**config.mk**
```make
export PLATFORM = sky130hd
export DESIGN_NAME = seg_scan_ctrl_flat
export DESIGN_NICKNAME = d
export VERILOG_FILES = /design/src/rtl/seg_pkg.sv /design/src/rtl/seg_scan_ctrl_if.sv /design/src/rtl/blink_gen.sv /design/src/rtl/seg_scan_ctrl.sv /design/src/flat_wrapper.sv
export SDC_FILE = /design/constraint.sdc
export NUM_CORES = 1
export LEC_CHECK = 0
export ABC_AREA = 1
export CAP_MARGIN = 20
export CORE_UTILIZATION = 59
export CTS_BUF_LIST = sky130_fd_sc_hd__clkbuf_16
export DETAILED_ROUTE_END_ITERATION = 16
export PLACE_DENSITY = 0.83
export SYNTH_ARGS = -nofsm -noshare
export SYNTH_HDL_FRONTEND = slang
export SYNTH_HIERARCHICAL = 1
export SYNTH_SLANG_ARGS = --single-unit
```
**constraint.sdc**
```tcl
create_clock -name clk -period 4.95 [get_ports clk]
set_clock_uncertainty 0.2 [all_clocks]
set_input_delay 0.99 -clock clk [delete_from_list [all_inputs] [get_ports clk]]
set_output_delay 0.99 -clock clk [all_outputs]
set_load 0.01 [all_outputs]
```
**src/rtl/seg_pkg.sv**
```systemverilog
// Shared constants and types for the six-digit seven-segment scan controller.
package seg_pkg;

  localparam int NUM_DIG = 6;
  localparam int SEG_W   = 7;
  localparam int FRAME_W = NUM_DIG * SEG_W;

  localparam logic [SEG_W-1:0]   SEG_BLANK   = 7'b0000000;
  localparam logic [NUM_DIG-1:0] ENB_ALL_OFF = 6'b111111;

  // Digit k occupies seg[k], which lines up with bits [7k+6:7k] of the flat bus.
  typedef struct packed {
    logic [NUM_DIG-1:0][SEG_W-1:0] seg;
    logic [NUM_DIG-1:0]            dp;
  } frame_t;

  // Number of slot cycles the digit stays lit: (bright+1)/8 of the slot.
  function automatic logic [31:0] pwm_thresh(input logic [2:0] bright,
                                             input int unsigned scan_div);
    return (32'(bright) + 32'd1) * (scan_div / 32'd8);
  endfunction

endpackage

```
**src/rtl/seg_scan_ctrl_if.sv**
```systemverilog
// Frame offer handshake between a frame producer and the scan controller.
interface seg_scan_ctrl_if;
  import seg_pkg::*;

  logic [FRAME_W-1:0] i_frame_seg;
  logic [NUM_DIG-1:0] i_frame_dp;
  logic               i_frame_vld;
  logic               o_frame_rdy;

  modport master (output i_frame_seg, i_frame_dp, i_frame_vld, input o_frame_rdy);
  modport slave  (input i_frame_seg, i_frame_dp, i_frame_vld, output o_frame_rdy);

endinterface

```
**src/rtl/blink_gen.sv**
```systemverilog
// Free-running divider: phase_o toggles once every BLINK_DIV clock cycles.
module blink_gen #(
  parameter int unsigned BLINK_DIV = 25000000
) (
  input  logic clk,
  input  logic rst_n,
  output logic phase_o
);

  localparam int CNT_W = $clog2(BLINK_DIV);

  logic [CNT_W-1:0] cnt_q;

  always_ff @(posedge clk or negedge rst_n) begin
    if (!rst_n) begin
      cnt_q   <= '0;
      phase_o <= 1'b0;
    end else if (cnt_q == CNT_W'(BLINK_DIV - 1)) begin
      cnt_q   <= '0;
      phase_o <= ~phase_o;
    end else begin
      cnt_q <= cnt_q + 1'b1;
    end
  end

endmodule

```
**src/rtl/seg_scan_ctrl.sv**
```systemverilog
// Multiplexed six-digit seven-segment scanner with PWM brightness and
// double-buffered frames. Define SEG_SCAN_BLINK_EN to enable per-digit blinking.
module seg_scan_ctrl
  import seg_pkg::*;
#(
  parameter int unsigned SCAN_DIV  = 50000,
  parameter int unsigned BLINK_DIV = 25000000
) (
  input  logic                clk,
  input  logic                rst_n,
  seg_scan_ctrl_if.slave      frm,
  input  logic [NUM_DIG-1:0]  i_blink_mask,
  input  logic [2:0]          i_bright,
  output logic [SEG_W-1:0]    o_seg,
  output logic                o_seg_dp,
  output logic [NUM_DIG-1:0]  o_seg_enb,
  output logic                o_frame_done
);

  localparam int SLOT_W = $clog2(SCAN_DIV);

  logic [SLOT_W-1:0] slot_cnt_q, slot_cnt_d;
  logic [2:0]        dig_idx_q, dig_idx_d;
  frame_t            active_q, active_d;
  frame_t            pend_q, pend_d;
  logic              pend_full_q, pend_full_d;
  logic [SEG_W-1:0]  seg_d;
  logic              dp_d;
  logic [NUM_DIG-1:0] enb_d;

  logic slot_wrap, boundary, accept, lit, blink_phase;

`ifdef SEG_SCAN_BLINK_EN
  blink_gen #(.BLINK_DIV(BLINK_DIV)) u_blink (
    .clk     (clk),
    .rst_n   (rst_n),
    .phase_o (blink_phase)
  );
`else
  logic unused_blink_mask;
  assign unused_blink_mask = ^i_blink_mask;
  assign blink_phase       = 1'b0;
`endif

  assign frm.o_frame_rdy = ~pend_full_q;

  always_comb begin
    slot_wrap = (slot_cnt_q == SLOT_W'(SCAN_DIV - 1));
    boundary  = slot_wrap && (dig_idx_q == 3'(NUM_DIG - 1));
    accept    = frm.i_frame_vld && !pend_full_q;

    slot_cnt_d = slot_wrap ? '0 : slot_cnt_q + 1'b1;
    dig_idx_d  = dig_idx_q;
    if (slot_wrap) dig_idx_d = boundary ? 3'd0 : dig_idx_q + 3'd1;

    // Commit and accept are mutually exclusive: commit needs a full buffer,
    // accept needs an empty one, so a boundary-cycle accept waits a full frame.
    active_d    = active_q;
    pend_d      = pend_q;
    pend_full_d = pend_full_q;
    if (boundary && pend_full_q) begin
      active_d    = pend_q;
      pend_full_d = 1'b0;
    end
    if (accept) begin
      pend_d.seg  = frm.i_frame_seg;
      pend_d.dp   = frm.i_frame_dp;
      pend_full_d = 1'b1;
    end

    lit = (32'(slot_cnt_q) < pwm_thresh(i_bright, SCAN_DIV));
`ifdef SEG_SCAN_BLINK_EN
    if (blink_phase && i_blink_mask[dig_idx_q]) lit = 1'b0;
`else
    if (blink_phase) lit = 1'b0;
`endif

    seg_d = lit ? active_q.seg[dig_idx_q] : SEG_BLANK;
    dp_d  = lit ? active_q.dp[dig_idx_q]  : 1'b0;
    enb_d = lit ? ~(NUM_DIG'(1) << dig_idx_q) : ENB_ALL_OFF;
  end

  always_ff @(posedge clk or negedge rst_n) begin
    if (!rst_n) begin
      slot_cnt_q   <= '0;
      dig_idx_q    <= '0;
      active_q     <= '0;
      pend_q       <= '0;
      pend_full_q  <= 1'b0;
      o_seg        <= SEG_BLANK;
      o_seg_dp     <= 1'b0;
      o_seg_enb    <= ENB_ALL_OFF;
      o_frame_done <= 1'b0;
    end else begin
      slot_cnt_q   <= slot_cnt_d;
      dig_idx_q    <= dig_idx_d;
      active_q     <= active_d;
      pend_q       <= pend_d;
      pend_full_q  <= pend_full_d;
      o_seg        <= seg_d;
      o_seg_dp     <= dp_d;
      o_seg_enb    <= enb_d;
      o_frame_done <= boundary;
    end
  end

endmodule
```
**src/flat_wrapper.sv**
```systemverilog
// flat-port wrapper written by rule: the top's interface ports become plain ports
module seg_scan_ctrl_flat import seg_pkg::*;
#(
  parameter int unsigned SCAN_DIV  = 50000,
  parameter int unsigned BLINK_DIV = 25000000
)
  (clk, rst_n, i_blink_mask, i_bright, o_seg, o_seg_dp, o_seg_enb, o_frame_done, frm_i_frame_seg, frm_i_frame_dp, frm_i_frame_vld, frm_o_frame_rdy);
  seg_scan_ctrl_if frm_i ();
  input  logic clk;
  input  logic rst_n;
  input  logic [NUM_DIG-1:0] i_blink_mask;
  input  logic [2:0] i_bright;
  output logic [SEG_W-1:0] o_seg;
  output logic o_seg_dp;
  output logic [NUM_DIG-1:0] o_seg_enb;
  output logic o_frame_done;
  input wire logic [$bits(frm_i.i_frame_seg)-1:0] frm_i_frame_seg;
  input wire logic [$bits(frm_i.i_frame_dp)-1:0] frm_i_frame_dp;
  input wire logic [$bits(frm_i.i_frame_vld)-1:0] frm_i_frame_vld;
  output wire logic [$bits(frm_i.o_frame_rdy)-1:0] frm_o_frame_rdy;
  assign frm_i.i_frame_seg = frm_i_frame_seg;
  assign frm_i.i_frame_dp = frm_i_frame_dp;
  assign frm_i.i_frame_vld = frm_i_frame_vld;
  assign frm_o_frame_rdy = frm_i.o_frame_rdy;
  seg_scan_ctrl #(.SCAN_DIV(SCAN_DIV), .BLINK_DIV(BLINK_DIV)) u_core (.clk(clk), .rst_n(rst_n), .frm(frm_i), .i_blink_mask(i_blink_mask), .i_bright(i_bright), .o_seg(o_seg), .o_seg_dp(o_seg_dp), .o_seg_enb(o_seg_enb), .o_frame_done(o_frame_done));
endmodule
```
---- After elaboration in Yosys (flattened, before gate mapping) ----
Index checks and enable logic that the tools add are counted.
cells by class
  add/sub/neg operators ................... 3
  multipliers ............................. 1
  magnitude comparators ................... 2
  equal/unequal tests ..................... 2
  shift-type cells ........................ 1
  mux-type cells .......................... 11
  bitwise gates (word level) .............. 2
  reduce and logical (&&, ||, !) cells .... 5
operators with widths
  kind                                                         number
  less-than comparator 16 x 32 -> 1 bit                        1
  multiplier 32 x 12 -> 31 bit (second input constant)         1
  binary-select mux 7 bit (select 3 bit)                       1
  adder 16 x 1 -> 16 bit (second input constant)               1
  == test 16 bit (second input constant)                       1
  two-way mux 16 bit                                           1
  two-way mux 7 bit                                            2
  two-way mux 6 bit                                            1
  inverter 6 bit                                               1
  << shifter 1 x 3 -> 6 bit (first input constant)             1
  adder 3 x 1 -> 4 bit (second input constant)                 1
  less-than comparator 3 x 4 -> 1 bit (second input constant)  1
  two-way mux 1 bit                                            4
  adder 3 x 1 -> 3 bit (second input constant)                 1
  binary-select mux 1 bit (select 3 bit)                       1
  == test 3 bit (second input constant)                        1
  logical AND 1 bit                                            3
  two-way mux 3 bit                                            1
  nonzero test 2 bit                                           1
  logical NOT 1 bit                                            1
  inverter 1 bit                                               1
word-level totals
  bits in registers ....................... 131
  bits of input ports ..................... 60
  output and inout port bits .............. 16
  logic and storage cells ................. 48

---- Longest topological paths before layout ----
Gate-level depths: netlist (run 1).
  word-level depth ........................ 5
  gate-level depth with buffers ........... 25
  depth with buffers taken out ............ 25

---- Least setup slack after synthesis (run 1) ----
No wires, ideal clock.
  kind .................................... input -> register
  start point ............................. in i_bright[0]
  end point ............................... reg u_core.o_seg_enb[0]
  library setup time ...................... 0.082 ns
  arrival ................................. 4.224 ns
  required time ........................... 4.668 ns
  path slack .............................. 0.444 ns
  stages .................................. 22
  buffers on the path ..................... 0
  path through ............................ ha_1 > or2_2 > nand2_1 > inv_1 > ha_1 > xor2_1 > ha_1 > or2_2 > and2_1 > a31oi_1 > xor2_1 > ha_1 > nand2_1 > nand2_1 > nand2_1 > nand2_1 > nand2_1 > nand2_1 > a21oi_1 > nand2_1 > nand2_1 > nand2_1
on the way
  longest elaborated chain between the ends .. 4
ends and longest elaborated chain
  what                                   line                  text
  start: declaration                     flat_wrapper.sv:12    input logic [2:0] i_bright;
  adder 3 x 1 -> 4 bit                   seg_pkg.sv:20         return (32'(bright) + 32'd1) * (scan_div / 32'd8);
  multiplier 32 x 12 -> 31 bit           seg_pkg.sv:20
  less-than comparator 16 x 32 -> 1 bit  seg_scan_ctrl.sv:71   lit = (32'(slot_cnt_q) < pwm_thresh(i_bright, SCAN_DIV));
  two-way mux 6 bit                      seg_scan_ctrl.sv:80   enb_d = lit ? ~(NUM_DIG'(1) << dig_idx_q) : ENB_ALL_OFF;
  net u_core.enb_d[0]                    seg_scan_ctrl.sv:29   logic [NUM_DIG-1:0] enb_d;
  end signal: assignment                 seg_scan_ctrl.sv:102  o_seg_enb <= enb_d;
  end: declaration                       seg_scan_ctrl.sv:16   output logic [NUM_DIG-1:0] o_seg_enb,
The timed path passes the listed nets, and every way through them passes these cells.
A chain may end at the register's enable or synchronous reset.

---- Worst setup path after layout (run 1) ----
  start point ............................. in i_bright[1]
  end point ............................... reg u_core.o_seg[4]
on the way
  longest elaborated chain between the ends .. 4
ends and longest elaborated chain
  what                                   line                  text
  adder 3 x 1 -> 4 bit                   seg_pkg.sv:20
  multiplier 32 x 12 -> 31 bit           seg_pkg.sv:20
  less-than comparator 16 x 32 -> 1 bit  seg_scan_ctrl.sv:71
  two-way mux 7 bit                      seg_scan_ctrl.sv:78   seg_d = lit ? active_q.seg[dig_idx_q] : SEG_BLANK;
  net u_core.seg_d[4]                    seg_scan_ctrl.sv:27   logic [SEG_W-1:0] seg_d;
  end signal: assignment                 seg_scan_ctrl.sv:100  o_seg <= seg_d;
  end: declaration                       seg_scan_ctrl.sv:14   output logic [SEG_W-1:0] o_seg,
The timed path passes the listed nets, and every way through them passes these cells.

==> impl_metrics.json, run 1 <==
{
  "status": "complete, no violations",
  "synth_seq_cells": 131,
  "required_ns": 5.08,
  "core_sq_um": 10510,
  "worst_slack_ns": 0.2073,
  "final_cell_area_sq_um": 8080,
  "synthCells": 713,
  "place.gp.congestion": 0.8462,
  "clk_pin_slew_worst_paths_ns": 0.06,
  "worstReg2RegEnd": "u_core/active_q[44]",
  "worst_slew_pin_slew_ns": 0.8473,
  "htreeDepth": 4,
  "drc": 0,
  "whs_ns": 0.2633,
  "dr_total_vias": 5301,
  "finalSetupViolations": 0,
  "synth_commonest_cells": "nand2_1 (256), dfrtp_1 (125), inv_1 (48), mux2_2 (48), ha_1 (38)",
  "r2r_cells": 8,
  "hold_path_depth": 1,
  "placed_area_sq_um": 7433,
  "max_freq_mhz": 210.8,
  "post-route-period-util_pct": 95.81,
  "clk_latency_ns": 0.42,
  "ys_types": 32,
  "syn_area_per_cell_sq_um": 9.134,
  "grt-ovfl-total": 0,
  "numCtsBuffers": 17,
  "diodes": 0,
  "min_path_type": "flip-flop to flip-flop",
  "p_per_area_nw_per_um2": 322.3,
  "synthFlopType": "dfrtp_1",
  "critPathKind": "input pin to flip-flop",
  "ios": 76,
  "drv_slew": 0,
  "cp-start-kind": "input pin",
  "die_h_um": 107.1,
  "ys_warn_count": 6,
  "maxCapViolations": 0,
  "antenna_found_initial": 0,
  "hold_end": "u_core/slot_cnt_q[0]",
  "fin_nets": 901,
  "cts_tree": "yes",
  "io_buffers": 69,
  "first_global_vias": 5372,
  "grt_pass1_wl_mm": 25.60,
  "end_kind": "flip-flop",
  "yosysTopAreaCell": "dfrtp_1",
  "initial_core_util_pct": 61.97,
  "slew_headroom_pct": 43.43,
  "wl_per_cell_um": 16.18,
  "worstHoldStart": "u_core/slot_cnt_q[0]",
  "reg2reg_from": "u_core/dig_idx_q[1]",
  "drive_gt1_share_pct": 15.69,
  "synth_area_sq_um": 6512,
  "synth_top_area_share_pct": 48.03,
  "ir_worst_vdd_mv": 0.3441,
  "crit_fanout": 8,
  "arrival_ns": 4.87,
  "viasPerCell": 5.568,
  "drt-total-wl_mm": 15.41,
  "grt.total_usage_pct": 29.54,
  "cts_max_path_buffers": 2,
  "dr.pass1.iters": 5,
  "synthArstFlopShare_pct": 100.0,
  "cts_setup_buffers": 0,
  "place_ws_ns": -0.3891,
  "areaGrowthSynthToFinish_pct": 24.07,
  "drt-initial-drc-count": 419,
  "synth_edf_count": 0,
  "ant_nets": 0,
  "grt_max_degree": 50,
  "leakage_nw": 4.084,
  "dp_hpwl_mm": 10.35,
  "dieArea_sq_um": 11460,
  "synth.most_common_cell": "nand2_1",
  "clock_sinks": 131,
  "syn_nets": 811,
  "seq_area_frac_synth_pct": 50.45,
  "holdBufCountCts": 0,
  "root_buffer": "clkbuf_16",
  "reg2reg_slack_ns": 2.14,
  "synth.area.top_cells": "dfrtp_1 (48%), nand2_1 (15%), mux2_2 (8.3%)",
  "rows": 37,
  "hold_viol": 0,
  "dieWidth_um": 107.1,
  "min_period_ns": 4.743,
  "rsz0062_at_grt": "false"
}
-- kinds of logic after synthesis --
group	share of synthesized area, %
AO/OA/AOI/OAI	6.302
XOR/XNOR	2.152
adder cells (fa/ha/maj)	7.301
buffers and inverters	5.014
flip-flops	50.45
multiplexers	8.300
AND/OR/NAND/NOR	20.48
-- how the worst max path moves through the flow --
stage                startpoint                   to  slack [ns]  depth (start not counted)
CTS                 i_bright[0]      u_core/o_seg_dp        0.02                         24
global route        i_bright[1]      u_core/o_seg_dp       0.007                         23
global placement    i_bright[0]      u_core/o_seg[6]       -0.24                         23
detailed placement  i_bright[0]      u_core/o_seg_dp       -0.39                         24
finish              i_bright[1]      u_core/o_seg[4]        0.21                         23
floorplan           i_bright[0]  u_core/o_seg_enb[0]        0.44                         22
-- registers in the layout, indices dropped and copies added (netlist names) --
signal	flops
u_core/dig_idx_q	3
u_core/pend_full_q	1
u_core/slot_cnt_q	16
u_core/active_q	48
u_core/pend_q	48
u_core/o_seg_enb	6
u_core/o_frame_done	1
u_core/o_seg_dp	1
u_core/o_seg	7
-- report_power, final --
group	internal, W	leakage, nW	switching [W]
registers	0.00112	1.71	0.0000269
logic	0.000148	2.11	0.000131
clock network	0.000694	0.262	0.000488
total	0.00196	4.08	0.000646
-- per-layer routing --
layer  wire, um  vias to the layer above  track usage [%]
met5          0                        -                0
met2       8015                      172            50.92
li1           -                     2504                -
met3        719                       40            6.261
met1       6164                     2585            35.09
met4        508                        0            14.48
-- area by class of cell --
class / instances / area [sq um]
sequential: 131 / 3286
clock inverter: 15 / 131.4
tap: 136 / 170.2
timing repair buffer: 95 / 905.9
inverter: 53 / 198.9
clock buffer: 17 / 425.4
fill: 671 / 2429
multi-input combinational: 505 / 2963
-- critical path: stages --
cell,delay [ns]
clkdlybuf4s50_1,0.43
ha_1,0.20
or2_2,0.29
nand2_1,0.09
inv_1,0.11
ha_4,0.30
xor2_2,0.16
ha_1,0.26
or2_2,0.31
and2_1,0.18
a31oi_2,0.14
xor2_1,0.23
ha_1,0.29
nand2_1,0.06
nand2_1,0.06
nand2_1,0.06
nand2_1,0.05
nand2_1,0.05
nand2_1,0.06
a21oi_2,0.14
nand2_2,0.09
buf_4,0.18
a21oi_1,0.15
-- metrics by stage --
| stage | setup TNS, ns | util (%) | instances | total power (W) |
|---|---|---|---|---|
| 6_report | 0 | 76.89 | 952 | 0.002605 |
| 5_1_grt | 0 | 76.89 | 952 | 0.002704 |
| 4_1_cts | 0 | 76.03 | 951 | 0.002610 |
| 3_5_place_dp | -4.825 | 70.73 | 919 | 0.001430 |
| 3_3_place_gp | -3.019 | 70.73 | 919 | 0.001411 |
| 2_1_floorplan | 0 | - | 713 | 0.001295 |
-- what timing repair did --
item | in CTS | in global routing
hold endpoints to repair | 0 | 0
endpoints found under the setup margin | 0 | 14
gates resized for setup | 0 | 10
-- layout by cell type, fill, tap and decap left out, drive strengths merged --
| master | count |
|---|---|
| a21o | 1 |
| a21oi | 28 |
| a31o | 1 |
| a31oi | 2 |
| a32o | 8 |
| and2 | 1 |
| buf | 27 |
| bufinv | 1 |
| clkbuf | 17 |
| clkdlybuf4s50 | 67 |
| clkinv | 7 |
| clkinvlp | 4 |
| dfrtp | 125 |
| dfstp | 6 |
| dlymetal6s2s | 1 |
| ha | 38 |
| inv | 56 |
| mux2 | 48 |
| nand2 | 259 |
| nand3 | 15 |
| nand4 | 10 |
| nor2 | 36 |
| nor3 | 6 |
| nor4 | 4 |
| o211ai | 1 |
| o21a | 1 |
| o21ai | 25 |
| o22ai | 2 |
| o311ai | 1 |
| or2 | 2 |
| xnor2 | 5 |
| xor2 | 11 |
(Power assumes the default switching activity.)
==> run 2: changes to the inputs <==
CELL_PAD_IN_SITES_DETAIL_PLACEMENT = 0   (was not set)
CELL_PAD_IN_SITES_GLOBAL_PLACEMENT = 2   (was not set)
CORE_UTILIZATION = 38   (was 59)
PLACE_DENSITY = not set   (was 0.83)
PLACE_DENSITY_LB_ADDON = 0.1   (was not set)
==> run 2 against run 1 <==
  * Routed wire length down 0.35%
  * Non-clock buffer count up 3
  * Utilization down 28 points
  * Critical path type unchanged
  * Combinational power about the same
  * Hold slack worse by 0.051 ns
  * Largest cell class unchanged
  * Die area up 54%
  * Critical path depth unchanged
  * Via count down 5.3%
==> impl_metrics.json, run 2 (synthesis results as in run 1) <==
{
  "final_common_cell": "nand2_1",
  "place.gp.congestion": 0.8102,
  "drive_gt1_share_pct": 16.61,
  "wl_per_cell_um": 14.78,
  "drv_slew": 0,
  "cp-start-kind": "input pin",
  "crit_fanout": 8,
  "worst_slew_pin_slew_ns": 0.8434,
  "p_int_w": 0.001910,
  "antenna_found_initial": 0,
  "cpMaxStageDelayCell": "clkdlybuf4s50_1",
  "numCtsBuffers": 17,
  "ir_worst_vdd_mv": 0.2271,
  "grt_pass1_wl_mm": 25.81,
  "power.switching_w": 0.0006396,
  "swShare_pct": 25.09,
  "areaGrowthSynthToFinish_pct": 26.05,
  "cp_top_family": "simple AND/OR/NAND/NOR gates",
  "cts_tree": "yes",
  "cp.depth": 23,
  "viasPerCell": 4.833,
  "required_ns": 5.08,
  "maxCapViolations": 0,
  "finalSetupViolations": 0,
  "slew_headroom_pct": 43.69,
  "drc": 0,
  "holdBufCountCts": 0,
  "r2r_cells": 8,
  "diodes": 0,
  "dr_total_vias": 5022,
  "rsz0062_at_grt": "false",
  "leakage_nw": 4.096,
  "tns_ns": 0,
  "pwr-share-clk_pct": 44.3,
  "core_sq_um": 16640,
  "htreeDepth": 4,
  "end_kind": "flip-flop",
  "dr.pass1.iters": 4,
  "min_period_ns": 4.663,
  "min_path_type": "input pin to async pin",
  "layout_common_cells": "nand2_1 (252), dfrtp_1 (125), clkdlybuf4s50_1 (67)",
  "clk_latency_ns": 0.41,
  "drt-initial-drc-count": 202,
  "critPathKind": "input pin to flip-flop",
  "cpMostUsedCell": "nand2_1",
  "clock_sinks": 131,
  "grt-ovfl-total": 0,
  "p_per_area_nw_per_um2": 310.5,
  "critPathMaxStageDelay_ns": 0.44,
  "hold_viol": 0,
  "die_h_um": 132.9,
  "dieArea_sq_um": 17670,
  "drt-total-wl_mm": 15.35,
  "initial_core_util_pct": 39.13,
  "rows": 47,
  "clk_pin_slew_worst_paths_ns": 0.06,
  "fin_nets": 904,
  "crit_buf_inv": 3,
  "grt_max_degree": 79,
  "max_freq_mhz": 214.5,
  "dieWidth_um": 132.9,
  "ant_nets": 0,
  "ios": 76,
  "reg_top3": "u_core/active_q x48, u_core/pend_q x48, u_core/slot_cnt_q x16",
  "fin_util_pct": 49.33,
  "dp_hpwl_mm": 10.69,
  "grt.total_usage_pct": 18.82,
  "first_global_vias": 5197,
  "cts_max_path_buffers": 2,
  "io_buffers": 69,
  "post-route-period-util_pct": 94.19,
  "comb_power_share_pct": 10.9,
  "p_seq_share_pct": 44.8,
  "arrival_ns": 4.79,
  "root_buffer": "clkbuf_16",
  "crit_chain": "clkdlybuf4s50_1 -> ha_2 -> or2_2 -> nand2_2 -> inv_2 -> ha_4 -> xor2_1 -> ha_1 -> or2_2 -> and2_1 -> a31oi_1 -> xor2_1 -> ha_1 -> nand2_1 -> nand2_1 -> nand2_1 -> nand2_1 -> nand2_1 -> nand2_1 -> a21oi_2 -> nand2_2 -> buf_4 -> a21oi_1",
  "status": "complete, no violations"
}
[run 2: changes by cell type in the layout (fill, tap and decap cells not counted), sizes merged]
cell      delta
buf          +3
bufinv       -1
clkinv       +3
clkinvlp     -1
inv          -1
[run 2: repair_timing]
| action | CTS | global route |
|---|---|---|
| pin swaps | 0 | 3 |
| resized for setup | 2 | 12 |
| setup buffers | 0 | 0 |
| endpoints found under the setup margin | 4 | 14 |
| endpoints found under the hold margin | 0 | 0 |
[run 2: final cells by class]
class                           instances  area (sq um)
Fill cell                            1605          8433
Sequential cell                       131          3286
Multi-Input combinational cell        505          2964
Timing Repair Buffer                   98         953.4
Clock buffer                           17         425.4
Tap cell                              220         275.3
Inverter                               53         198.9
Clock inverter                         15         106.4
[run 2: through the flow]
| stage | hold WS (ns) | total power [W] | cell area, sq um | cells | setup slack [ns] |
|---|---|---|---|---|---|
| final | 0.2122 | 0.002549 | 8209 | 1039 | 0.2875 |
| after detailed placement | 0.2513 | 0.001427 | 7566 | 1005 | -0.4261 |
| after global placement | 0.2450 | 0.001421 | 7566 | 1005 | -0.3992 |
| after CTS | 0.2592 | 0.002575 | 8114 | 1037 | 0.04959 |
| after global routing | 0.2093 | 0.002668 | 8209 | 1039 | 0.03591 |
| after floorplan | 0.2329 | 0.001295 | 6513 | 713 | 0.4436 |
[run 2: power groups by stage]
| stage | clock, W | combinational [W] | sequential (W) |
|---|---|---|---|
| after floorplan | 0 | 0.000143 | 0.00115 |
| after global placement | 0 | 0.000261 | 0.00116 |
| after detailed placement | 0 | 0.000266 | 0.00116 |
| after CTS | 0.00116 | 0.000272 | 0.00114 |
| after global routing | 0.00121 | 0.000314 | 0.00115 |
| final | 0.00113 | 0.000277 | 0.00114 |
[run 2: routing by layer]
layer	GRT usage [%]	vias to the layer above	routed length [um]
li1	-	2510	-
met1	23.38	2406	7076
met2	31.70	80	7550
met3	3.563	26	405
met4	8.493	0	322
met5	0	-	0
[run 2: worst paths after layout]
check / from / endpoint / slack [ns]
min: rst_n / u_core/slot_cnt_q[8] / 0.21
min reg2reg: u_core/slot_cnt_q[0] / u_core/slot_cnt_q[0] / 0.25
max: i_bright[1] / u_core/o_seg[4] / 0.29
max reg2reg: u_core/dig_idx_q[1] / u_core/pend_full_q / 2.17
min in group clk: u_core/slot_cnt_q[0] / u_core/slot_cnt_q[0] / 0.25
max in group asynchronous: rst_n / u_core/pend_q[28] / 3.40
